==> src/rtl/subleq_seq.sv <==
// subleq_seq: multi-cycle 8-bit SUBLEQ sequencer with a req/ack memory port and bimux lane control.
// Optional build macro SUBLEQ_HALT_EN: a taken branch to 0xFF parks the core in HALT until reset.
`default_nettype none
`timescale 1ns/1ps

module subleq_seq (
  input  logic       clk,
  input  logic       rst_n,
  input  logic       start,
  output logic       mem_req,
  output logic       mem_we,
  output logic [7:0] mem_addr,
  output logic [7:0] mem_wdata,
  input  logic [7:0] mem_rdata,
  input  logic       mem_ack,
  output logic       mux_dir,
  output logic [2:0] mux_sel,
  output logic [7:0] pc,
  output logic       busy,
  output logic       halt
);

  typedef enum logic [3:0] {
    S_IDLE = 4'd0,
    S_FA   = 4'd1,
    S_FB   = 4'd2,
    S_FC   = 4'd3,
    S_RDA  = 4'd4,
    S_RDB  = 4'd5,
    S_WRB  = 4'd6,
    S_NEXT = 4'd7,
    S_HALT = 4'd8
  } state_t;

  state_t     state, state_nx;
  logic       gap;
  logic [7:0] a, b, c, da, db;
  logic [7:0] res;
  logic       xfer, accept, taken, halt_hit;

  assign res   = db - da;
  assign taken = res[7] | (res == 8'd0);

`ifdef SUBLEQ_HALT_EN
  assign halt_hit = taken & (c == 8'hFF);
  assign halt     = (state == S_HALT);
`else
  assign halt_hit = 1'b0;
  assign halt     = 1'b0;
`endif

  // Address and lane decode; every operand is registered, so both stay put for the whole transfer.
  always_comb begin
    xfer     = 1'b0;
    mem_addr = 8'd0;
    mux_sel  = 3'd0;
    case (state)
      S_FA:  begin xfer = 1'b1; mem_addr = pc;         mux_sel = 3'd0; end
      S_FB:  begin xfer = 1'b1; mem_addr = pc + 8'd1;  mux_sel = 3'd1; end
      S_FC:  begin xfer = 1'b1; mem_addr = pc + 8'd2;  mux_sel = 3'd2; end
      S_RDA: begin xfer = 1'b1; mem_addr = a;          mux_sel = 3'd3; end
      S_RDB: begin xfer = 1'b1; mem_addr = b;          mux_sel = 3'd4; end
      S_WRB: begin xfer = 1'b1; mem_addr = b;          mux_sel = 3'd5; end
      default: ;
    endcase
  end

  // gap suppresses the request for one cycle after every acknowledged transfer.
  assign mem_req   = xfer & ~gap;
  assign accept    = mem_req & mem_ack;
  assign mem_we    = (state == S_WRB);
  assign mux_dir   = (state == S_WRB);
  assign mem_wdata = (state == S_WRB) ? res : 8'd0;
  assign busy      = (state != S_IDLE) && (state != S_HALT);

  always_comb begin
    state_nx = state;
    case (state)
      S_IDLE: if (start)  state_nx = S_FA;
      S_FA:   if (accept) state_nx = S_FB;
      S_FB:   if (accept) state_nx = S_FC;
      S_FC:   if (accept) state_nx = S_RDA;
      S_RDA:  if (accept) state_nx = S_RDB;
      S_RDB:  if (accept) state_nx = S_WRB;
      S_WRB:  if (accept) state_nx = S_NEXT;
      S_NEXT: state_nx = halt_hit ? S_HALT : S_FA;
      S_HALT: state_nx = S_HALT;
      default: state_nx = S_IDLE;
    endcase
  end

  always_ff @(posedge clk or negedge rst_n) begin
    if (!rst_n) begin
      state <= S_IDLE;
      gap   <= 1'b0;
      pc    <= 8'd0;
      a     <= 8'd0;
      b     <= 8'd0;
      c     <= 8'd0;
      da    <= 8'd0;
      db    <= 8'd0;
    end else begin
      state <= state_nx;
      gap   <= accept;
      if (accept) begin
        case (state)
          S_FA:  a  <= mem_rdata;
          S_FB:  b  <= mem_rdata;
          S_FC:  c  <= mem_rdata;
          S_RDA: da <= mem_rdata;
          S_RDB: db <= mem_rdata;
          default: ;
        endcase
      end
      if (state == S_NEXT) pc <= taken ? c : pc + 8'd3;
    end
  end

endmodule

`default_nettype wire

==> config.mk <==
export PLATFORM = sky130hd
export DESIGN_NAME = subleq_seq
export DESIGN_NICKNAME = d
export VERILOG_FILES = /design/src/rtl/subleq_seq.sv
export SDC_FILE = /design/constraint.sdc
export NUM_CORES = 1
export LEC_CHECK = 0
export ABC_AREA = 0
export BUFFER_PORTS_ARGS = -buffer_cell sky130_fd_sc_hd__buf_2
export CAP_MARGIN = 10
export CORE_UTILIZATION = 58
export CTS_BUF_LIST = sky130_fd_sc_hd__clkbuf_16
export DETAILED_ROUTE_END_ITERATION = 6
export HOLD_SLACK_MARGIN = 0.05
export PLACE_DENSITY_LB_ADDON = 0.1
export SLEW_MARGIN = 5
export SYNTH_ARGS = -nofsm -noshare
export SYNTH_HDL_FRONTEND = slang
export SYNTH_SLANG_ARGS = --single-unit
==> constraint.sdc <==
create_clock -name clk -period 3.5 [get_ports clk]
set_clock_uncertainty 0.05 [all_clocks]
set_input_delay 0.875 -clock clk [delete_from_list [all_inputs] [get_ports clk]]
set_output_delay 0.875 -clock clk [all_outputs]
set_load 0.01 [all_outputs]
==> impl_results.md, run 1 <==
* Register area share after synthesis at 41.3%
* Peak supply drop at 0.627 mV
* Final Net Count at 383
* Die Span X at 76.4 um
* Cell family with most CP delay: adder cells
* Syn_nets at 345
* H-Tree Depth at 2
* Port Buffer Count at 42
* Num CTS Buffers at 5
* Post-synth top cells: dfrtp_1 (53), mux2_2 (26), nor2_1 (25)
* RSZ-0062 raised after global routing: no
* #FFs+latches synth at 53
* Die area at 0.00584 mm^2
* Worst Setup Path Type: reg -> out
* Pre-antenna DRT Iters at 4
* Starting Density at 61.7%
* Hold Startpoint: b[7]$_DFFE_PN0P_
* DR DRC count at 0
* Hold Path Class: reg -> reg
* Setup TNS Final at 0 ns
* Vias at about 2500
* Drt via density at 5.87
* Leakage power at 1.66 nW
* GRT overflow at 0
* CTS clk-pin slew, worst paths at 0.06 ns
* Share of the synthesized area in the top cell type at 41.3%
* Final RePlAce weighted congestion at between 0.8 and 0.9
* CP Max Fanout at 3
* Cell Count Post-Placement at 421
* Initial antenna violation count at 0
* Final period util at 92.5%
* Yosys warnings at 0
* Drt total wl at ~7000 um
* Max_slew headroom at 40.2%
* Final Setup Violations at 0
* Hold Violations, Final at 0
* HPWL after DPL at 5000 um
* TritonCTS clock tree: done
* Number of diodes at 0
* Count leader, synth: dfrtp_1
* Non-filler cells, final at 429
* Synth area leader: dfrtp_1
* Status: completed
* Fraction of layout cells with a size suffix above 1 at 27.9%
* EDFF count, synth at 0
* Crit. Startpoint: db[0]$_DFFE_PN0P_
* Cell area after synthesis at 0.00321 mm^2
* Crit-path max cell delay at slightly above 0.4 ns
* Clk sinks at 53
* Most frequent CP cell: inv_1
* Core footprint at approximately 0.0052 mm^2
* Bufs and invs on worst path at 3
* CTS Hold Buffers Added at 0
* Antenna-violating nets left at 0
* Critical Path Sink Type: output pin
* Number of cell rows at 26
* Post-CTS resize count at 0
* Min Clock Period, post-route at roughly 3.2 ns
* Drt initial violations at 127
* Clock Tree Buf Depth at 2
* Mean post-synth cell area at about 10 um^2
* Cell variety after synth at 58
* Mapped Cells at 320
* WL/cell at approximately 16 um
* Power Density at ~1000 mW/mm^2
* Layout overhead on the synthesized area at 12.5%
* Area contributors post-synth: dfrtp_1 (41%), mux2_2 (9.1%), mux2_1 (4.9%)
* Asr flop ratio synth at 100%
* Num ports at between 40 and 50
* Critical path, cell by cell: inv_1, ha_1, inv_1, fa_1, a211oi_2, o21bai_1, a21oi_2, xor2_1, nor2_1, buf_2
* Clock root buffer: clkbuf_16
* Die span in y at approximately 76 um
* Worst endpoint required time at between 2 and 3 ns
* Crit path DAT at 2.31 ns
* Vias in the first global route at 2374
* Slowest CP cell: fa_1
* Largest net degree at the start of global routing at 40
* Postcts setup bufs at 0
* Gr usage total at 25.1%
* Worst R2R Start: db[0]$_DFFE_PN0P_
* Final Slew Violations at 0
* Startpoint types: flop
* Ys flop type: dfrtp_1
* Worst-skew pair later-pin latency at 0.29 ns
* First-pass GRT wire length at 11500 um
* Max-cap violations at 0
* Slew of the pin with the lowest slew margin at 0.896 ns
* Fmax at 0.309 GHz
final timing paths:
kind | endpoint | slack [ns] | depth (start not counted)
min reg2reg | b[7]$_DFFE_PN0P_ | 0.44 | 1
min | b[7]$_DFFE_PN0P_ | 0.44 | 1
min in group asynchronous | state[3]$_DFFE_PN0P_ | 0.66 | 1
max reg2reg | pc[6]$_DFFE_PN0N_ | 0.74 | 11
max in group asynchronous | db[3]$_DFFE_PN0P_ | 2.08 | 2
max | mem_wdata[6] | 0.26 | 10
metrics by stage:
| step | utilization [%] | hold WS [ns] | worst slack, ns | cell area [um^2] | power, W |
|---|---|---|---|---|---|
| finish | 69.4 | 0.440 | 0.263 | 3610 | 0.00378 |
| global placement | 66.8 | 0.418 | 0.598 | 3470 | 0.00324 |
| floorplan | - | 0.408 | 0.758 | 3210 | 0.00282 |
| global route | 69.4 | 0.450 | 0.0714 | 3610 | 0.00407 |
| CTS | 69.4 | 0.443 | 0.250 | 3610 | 0.00379 |
| detailed placement | 66.8 | 0.428 | 0.581 | 3470 | 0.00330 |
cells by family (layout without fill, tap and decap cells):
group / after synthesis / after routing / synth area share, %
mux: 45 / 45 / 15.6
simple gates: 94 / 94 / 15.3
other cells: 1 / 1 / 0.117
compound gates: 69 / 69 / 15.2
flops: 53 / 53 / 41.3
xor+xnor: 8 / 8 / 2.42
buf+inv: 37 / 76 / 4.83
fa+ha+maj: 13 / 13 / 5.30
worst register-to-register path: stages (launching register included):
cell and delay [ns]:
dfrtp_1 0.36, inv_1 0.09, ha_1 0.15, inv_1 0.04
fa_1 0.41, a211oi_2 0.23, o21bai_1 0.12, a21oi_2 0.15
xor2_1 0.27, a41oi_4 0.37, a21oi_1 0.25, o221ai_1 0.12
sequential cells by signal, summed over array words and instances, names as in the netlist:
signal,flops
a,8
b,8
c,8
da,8
db,8
gap,1
pc,8
state,4
layout by cell type (no fill, tap or decap), drive strengths merged, types with 2 or more instances in the layout:
master and n:
a2bb2oi 3, clkbuf 5, mux2 40, nand3b 2
ha 12, and3 3, nand4b 2, a211oi 3
xor2 3, o21ai 23, nor2 27, a32oi 2
nand2b 6, xnor2 5, dfrtp 53, a21oi 17
buf 48, a22oi 9, nand2 25, or2 6
nand3 8, o22ai 2, nor3 6, and2 3
inv 22, o221ai 3, mux2i 5, nor4 2
power breakdown:
group          switching, W  internal (W)  total (W)
Sequential         0.000255      0.000899    0.00115
Combinational       0.00121      0.000939    0.00215
Clock              0.000208      0.000260   0.000468
Total               0.00168       0.00210    0.00378
routing by layer:
layer | up-vias | track usage (%) | share of wire (%)
met4 | 0 | 5.19 | 0.74
met3 | 8 | 4.19 | 3.1
li1 | 1204 | - | -
met5 | - | 0 | 0
met2 | 54 | 41.7 | 48
met1 | 1251 | 34.5 | 48
layout make-up:
cell class / instances / area [um^2]
inverters: 20 / 75.1
flip-flops and latches: 53 / 1330
clock buffers: 5 / 125
repair buffers: 48 / 255
clock inverters: 3 / 15.0
fillers: 438 / 1590
multi-input cells: 230 / 1730
well taps: 70 / 87.6
Note: power is estimated with default switching activity, not from simulation.
==> inputs of run 2 (changes only) <==
- CORE_UTILIZATION: 58 -> 35
- RECOVER_POWER: not set -> 50
- SLEW_MARGIN: 5 -> 15
==> run 2 against run 1 <==
Net effect: the flow now finishes with violations (design-rule violations); first-iteration DRC count down 7.9%; sequential share of layout area down 0.23 points; sequential power about the same.
==> impl_results.md, run 2 (synthesis gave the netlist of run 1 again) <==
* Status: finished with violations (was completed)
* Failing checks: design-rule violations
* Final Setup Violations at 0 (unchanged)
* FF-to-FF setup slack at 0.54 ns (was 0.74 ns)
* First-pass GRT wire length at 12700 um (was 11500 um)
* Num CTS Buffers at 5 (unchanged)
* Worst-skew pair later-pin latency at 0.29 ns (about the same)
* Core footprint at 0.00881 mm^2 (was 0.00520 mm^2)
* Setup TNS Final at 0 ns (unchanged)
* Worst R2R Start: state[0]$_DFFE_PN0P_ (was db[0]$_DFFE_PN0P_)
* Min Clock Period, post-route at 3.27 ns (was 3.24 ns)
* Area of the multi-input gates at 0.00171 mm^2 (was 0.00173 mm^2)
* Final Net Count at 383 (unchanged)
* Pre-CTS setup slack at 0.545 ns (was 0.581 ns)
* Clock root buffer: clkbuf_16 (unchanged)
* CP Max Fanout at 3 (unchanged)
* Fillers at 872 (was 438)
* Post-CTS resize count at 0 (unchanged)
* Drt total wl at 7540 um (was 6900 um)
* Die Span X at 97.8 um (was 76.4 um)
* DR DRC count at 6 (was 0)
* Max-cap violations at 0 (unchanged)
* Leakage power at 1.62 nW (was 1.66 nW)
* Port Buffer Count at 42 (unchanged)
* Die area at 0.00956 mm^2 (was 0.00584 mm^2)
* Worst endpoint required time at 2.57 ns (about the same)
* Max_slew headroom at 9.66% (was 40.2%)
* Hold Path Class: reg -> reg (unchanged)
* GRT overflow at 0 (unchanged)
* Drt via density at 5.26 (was 5.87)
* FF-to-FF path depth at 6 (was 11)
* Critical Path Sink Type: output pin (unchanged)
* Num ports at 44 (unchanged)
* Peak supply drop at 0.466 mV (was 0.627 mV)
* Slew of the pin with the lowest slew margin at 1.36 ns (was 0.896 ns)
* Final RePlAce weighted congestion at 0.813 (was 0.806)
* Most frequent cells in the layout: dfrtp_1 (53), buf_2 (33), mux2_2 (26), nor2_1 (25), nand2_1 (24) (was dfrtp_1 (53), buf_2 (42), mux2_2 (26), nor2_1 (25), nand2_1 (24))
* Layout overhead on the synthesized area at 13.2% (was 12.5%)
* Power Density at 1040 mW/mm^2 (about the same)
* Clock Tree Buf Depth at 2 (unchanged)
* Gr usage total at 16.8% (was 25.1%)
* Starting Density at 36.5% (was 61.7%)
* TritonCTS clock tree: done (unchanged)
* Final setup margin at 0.226 ns (was 0.263 ns)
* Startpoint types: flop (unchanged)
* Gr busiest metal: met2 (unchanged)
* M3 GR Usage at 2.43% (was 4.19%)
* Initial antenna violation count at 0 (unchanged)
* Fraction of layout cells with a size suffix above 1 at 25.1% (was 27.9%)
* WHS at 0.440 ns (about the same)
* CTS Hold Buffers Added at 0 (unchanged)
* Number of diodes at 0 (unchanged)
* Most common cell after layout, fill and taps aside: dfrtp_1 (unchanged)
* Vias at 2456 (was 2517)
* Final period util at 93.5% (was 92.5%)
* CTS clk-pin slew, worst paths at 0.07 ns (was 0.06 ns)
* Hold Startpoint: a[6]$_DFFE_PN0P_ (was b[7]$_DFFE_PN0P_)
* Hold Violations, Final at 0 (unchanged)
* RSZ-0062 raised after global routing: no (unchanged)
* Postcts setup bufs at 0 (unchanged)
* H-Tree Depth at 2 (unchanged)
* Fmax at 0.305 GHz (was 0.309 GHz)
* FF+latch area at 0.00133 mm^2 (unchanged)
* Crit path DAT at 2.35 ns (was 2.31 ns)
* Antenna-violating nets left at 0 (unchanged)
* WL/cell at 16.1 um (about the same)
* GRT met2 Usage at 27.0% (was 41.7%)
* Vias in the first global route at 2424 (was 2374)
* Worst Setup Path Type: reg -> out (unchanged)
* Worst Hold Path Cells at 1 (unchanged)
* Die span in y at 97.8 um (was 76.4 um)
* Number of cell rows at 34 (was 26)
* Reg-to-Reg End: db[2]$_DFFE_PN0P_ (was pc[6]$_DFFE_PN0N_)
* Hold endpoint: a[6]$_DFFE_PN0P_ (was b[7]$_DFFE_PN0P_)
* Pre-antenna DRT Iters at 6 (was 4)
* Clk sinks at 53 (unchanged)
* Largest net degree at the start of global routing at 54 (was 40)
* Final Slew Violations at 0 (unchanged)
* HPWL after DPL at 5510 um (was 5000 um)
* Drt initial violations at 117 (was 127)
* Met1 Use GR at 23.9% (was 34.5%)
run 2: cell type report:
cell class	count	area share [%]
multi-input combinational	230	47.1
sequential	53	36.5
timing repair buffer	48	6.64
tap	108	3.72
clock buffer	5	3.44
inverter	20	2.06
clock inverter	3	0.585
run 2: metrics by stage:
step           total power (W)  cell area [um^2]  utilization [%]  instances
4_1_cts                0.00385              3670             41.7        467
6_report               0.00377              3640             41.3        467
2_1_floorplan          0.00282              3210                -        320
3_3_place_gp           0.00331              3520             40.0        459
5_1_grt                0.00414              3640             41.3        467
3_5_place_dp           0.00334              3520             40.0        459
run 2: how the worst max path moves through the flow:
stage,from,depth (start not counted),slack (ns),to
6_report,db[0]$_DFFE_PN0P_,10,0.23,mem_wdata[6]
5_1_grt,db[0]$_DFFE_PN0P_,10,0.01,mem_wdata[6]
4_1_cts,db[0]$_DFFE_PN0P_,10,0.21,mem_wdata[6]
3_5_place_dp,db[0]$_DFFE_PN0P_,10,0.55,mem_wdata[6]
3_3_place_gp,db[0]$_DFFE_PN0P_,10,0.58,mem_wdata[6]
2_1_floorplan,db[0]$_DFFE_PN0P_,9,0.76,mem_wdata[6]
run 2: critical path, stage by stage (launching register included):
cell and delay, ns:
dfrtp_1 0.36, inv_1 0.09, ha_1 0.15, inv_1 0.04, fa_1 0.40, a211oi_2 0.23
o21bai_1 0.13, a21oi_2 0.16, xor2_1 0.28, nor2_1 0.08, buf_2 0.14
run 2: power breakdown:
part / total [W] / internal (W) / switching [W]
clock network: 0.000499 / 0.000267 / 0.000232
registers: 0.00114 / 0.000898 / 0.000241
logic: 0.00214 / 0.000926 / 0.00121
total: 0.00377 / 0.00209 / 0.00168
run 2: layer usage:
layer / share of wire (%) / wire [um]
met4: 0.84 / 63
met2: 46 / 3450
met1: 50 / 3810
met3: 2.8 / 214
met5: 0 / 0
==> inputs of run 3 (changes only) <==
- CORE_UTILIZATION: 35 -> 45
==> run 3 against run 2 <==
Net effect: the flow now finishes without violations; wire length fell by 5.4%; first-iteration DRC count rose by 16%; sequential power barely moved; critical endpoint unchanged; largest cell class unchanged.
==> impl_results.md, run 3 (synthesis gave the netlist of run 1 again) <==
* Final Slew Violations at 0 (unchanged)
* WHS at 0.438 ns (was 0.440 ns)
* Hold Violations, Final at 0 (unchanged)
* Antenna-violating nets left at 0 (unchanged)
* Peak supply drop at 0.374 mV (was 0.466 mV)
* Die span in y at 86.5 um (was 97.8 um)
* Gr usage total at 20.7% (was 16.8%)
* Initial antenna violation count at 0 (unchanged)
* Clock Tree Buf Depth at 2 (unchanged)
* CTS Hold Buffers Added at 0 (unchanged)
* Post-CTS resize count at 0 (unchanged)
* Fraction of layout cells with a size suffix above 1 at 24.6% (was 25.1%)
* Hold Path Class: reg -> reg (unchanged)
* Crit-path max cell delay at 0.41 ns (was 0.40 ns)
* Fmax at 0.308 GHz (was 0.305 GHz)
* Max-cap violations at 0 (unchanged)
* Non-filler cells, final at 454 (was 467)
* Worst endpoint required time at 2.57 ns (about the same)
* Min Clock Period, post-route at 3.25 ns (was 3.27 ns)
* DR DRC count at 0 (was 6)
* Number of cell rows at 30 (was 34)
* Num ports at 44 (unchanged)
* TritonCTS clock tree: done (unchanged)
* Die Span X at 86.5 um (was 97.8 um)
* Slowest CP cell: fa_1 (unchanged)
* Largest net degree at the start of global routing at 54 (unchanged)
* Pre-antenna DRT Iters at 4 (was 6)
* Vias at 2463 (was 2456)
* CP Max Fanout at 3 (unchanged)
* Slew of the pin with the lowest slew margin at 1.30 ns (was 1.36 ns)
* Cell Count Post-Placement at 446 (was 459)
* Final Setup Violations at 0 (unchanged)
* First-pass GRT wire length at 11900 um (was 12700 um)
* Final Net Count at 382 (was 383)
* Clock root buffer: clkbuf_16 (unchanged)
* Port Buffer Count at 42 (unchanged)
* Clk sinks at 53 (unchanged)
* CTS clk-pin slew, worst paths at 0.07 ns (about the same)
* WL/cell at 15.7 um (was 16.1 um)
* Core footprint at 0.00683 mm^2 (was 0.00881 mm^2)
* Crit path DAT at 2.33 ns (was 2.35 ns)
* Status: completed (was finished with violations)
* Setup TNS Final at 0 ns (unchanged)
* Most frequent cells in the layout: dfrtp_1 (53), buf_2 (33), mux2_2 (26), nor2_1 (25), nand2_1 (24) (unchanged)
* H-Tree Depth at 2 (unchanged)
* Leakage power at 1.61 nW (was 1.62 nW)
* Fin area at 0.00361 mm^2 (was 0.00364 mm^2)
* Num CTS Buffers at 5 (unchanged)
* Number of diodes at 0 (unchanged)
* FF-to-FF setup slack at 0.68 ns (was 0.54 ns)
* Most frequent CP cell: inv_1 (unchanged)
* Placed cell areas at 0.00350 mm^2 (was 0.00352 mm^2)
* Drt initial violations at 136 (was 117)
* Die area at 0.00748 mm^2 (was 0.00956 mm^2)
* HPWL after DPL at 5140 um (was 5510 um)
* Critical path, cell by cell: inv_1, ha_1, inv_1, fa_1, a211oi_2, o21bai_1, a21oi_2, xor2_1, nor2_1, buf_2 (unchanged)
* GRT overflow at 0 (unchanged)
* Drt total wl at 7130 um (was 7540 um)
* RSZ-0062 raised after global routing: no (unchanged)
* Crit. Startpoint: db[0]$_DFFE_PN0P_ (unchanged)
* Final RePlAce weighted congestion at 0.811 (was 0.813)
* Worst Setup Path Type: reg -> out (unchanged)
* Postcts setup bufs at 0 (unchanged)
* Most common cell after layout, fill and taps aside: dfrtp_1 (unchanged)
* Max_slew headroom at 12.4% (was 9.66%)
* Hold Startpoint: a[2]$_DFFE_PN0P_ (was a[6]$_DFFE_PN0P_)
* Starting Density at 47.0% (was 36.5%)
* Power Density at 1040 mW/mm^2 (about the same)
* Vias in the first global route at 2373 (was 2424)
* Layout overhead on the synthesized area at 12.5% (was 13.2%)
* Critical Path Sink Type: output pin (unchanged)
* Final period util at 92.9% (was 93.5%)
* Drt via density at 5.43 (was 5.26)
* Startpoint types: flop (unchanged)
* Worst R2R Start: state[0]$_DFFE_PN0P_ (unchanged)
* Worst-skew pair later-pin latency at 0.30 ns (was 0.29 ns)
## run 3: cell count changes in the layout (fill, tap and decap cells not counted), sizes merged
cell,delta
clkinvlp,+1
clkinv,-1
buf,-1
## run 3: layer usage
metal	track usage [%]	share of wire (%)	routed length (um)	vias to the layer above
met5	0	0	0	-
met4	5.15	1.1	82	0
met3	4.48	4.7	336	10
met2	33.7	47	3340	56
met1	28.3	47	3370	1202
li1	-	-	-	1195
## run 3: worst paths after layout
path	endpoint	depth (start not counted)
min in group asynchronous	state[3]$_DFFE_PN0P_	2
max in group asynchronous	da[1]$_DFFE_PN0P_	2
hold / removal	a[2]$_DFFE_PN0P_	1
hold reg to reg	a[2]$_DFFE_PN0P_	1
setup reg to reg	db[5]$_DFFE_PN0P_	5
setup / recovery	mem_wdata[6]	10
## run 3: worst max-delay path, delay by kind of cell, from the launching register on
kind                     cells  cell delay (ns)
AO/OA/AOI/OAI                3             0.51
buffers and inverters        3             0.28
AND/OR/NAND/NOR              1             0.06
flip-flops                   1             0.37
adder cells (fa/ha/maj)      2             0.56
XOR/XNOR                     1             0.27
## run 3: where the power goes
part	total [W]	switching (W)	internal, W
Sequential	0.00114	0.000246	0.000898
Clock	0.000491	0.000228	0.000263
Combinational	0.00213	0.00121	0.000925
Total	0.00377	0.00168	0.00209
## run 3: metrics by stage
stage          power (W)  setup slack [ns]  utilization [%]
5_1_grt          0.00409            0.0819             52.9
3_3_place_gp     0.00327             0.591             51.2
6_report         0.00377             0.249             52.9
2_1_floorplan    0.00282             0.758                -
3_5_place_dp     0.00331             0.543             51.2
4_1_cts          0.00382             0.228             53.3
## run 3: area by class of cell
type	instances	area [um^2]
Clock buffer	5	125
Clock inverter	3	18.8
Fill cell	673	3220
Inverter	20	75.1
Multi-Input combinational cell	230	1710
Sequential cell	53	1330
Tap cell	96	120
Timing Repair Buffer	47	234
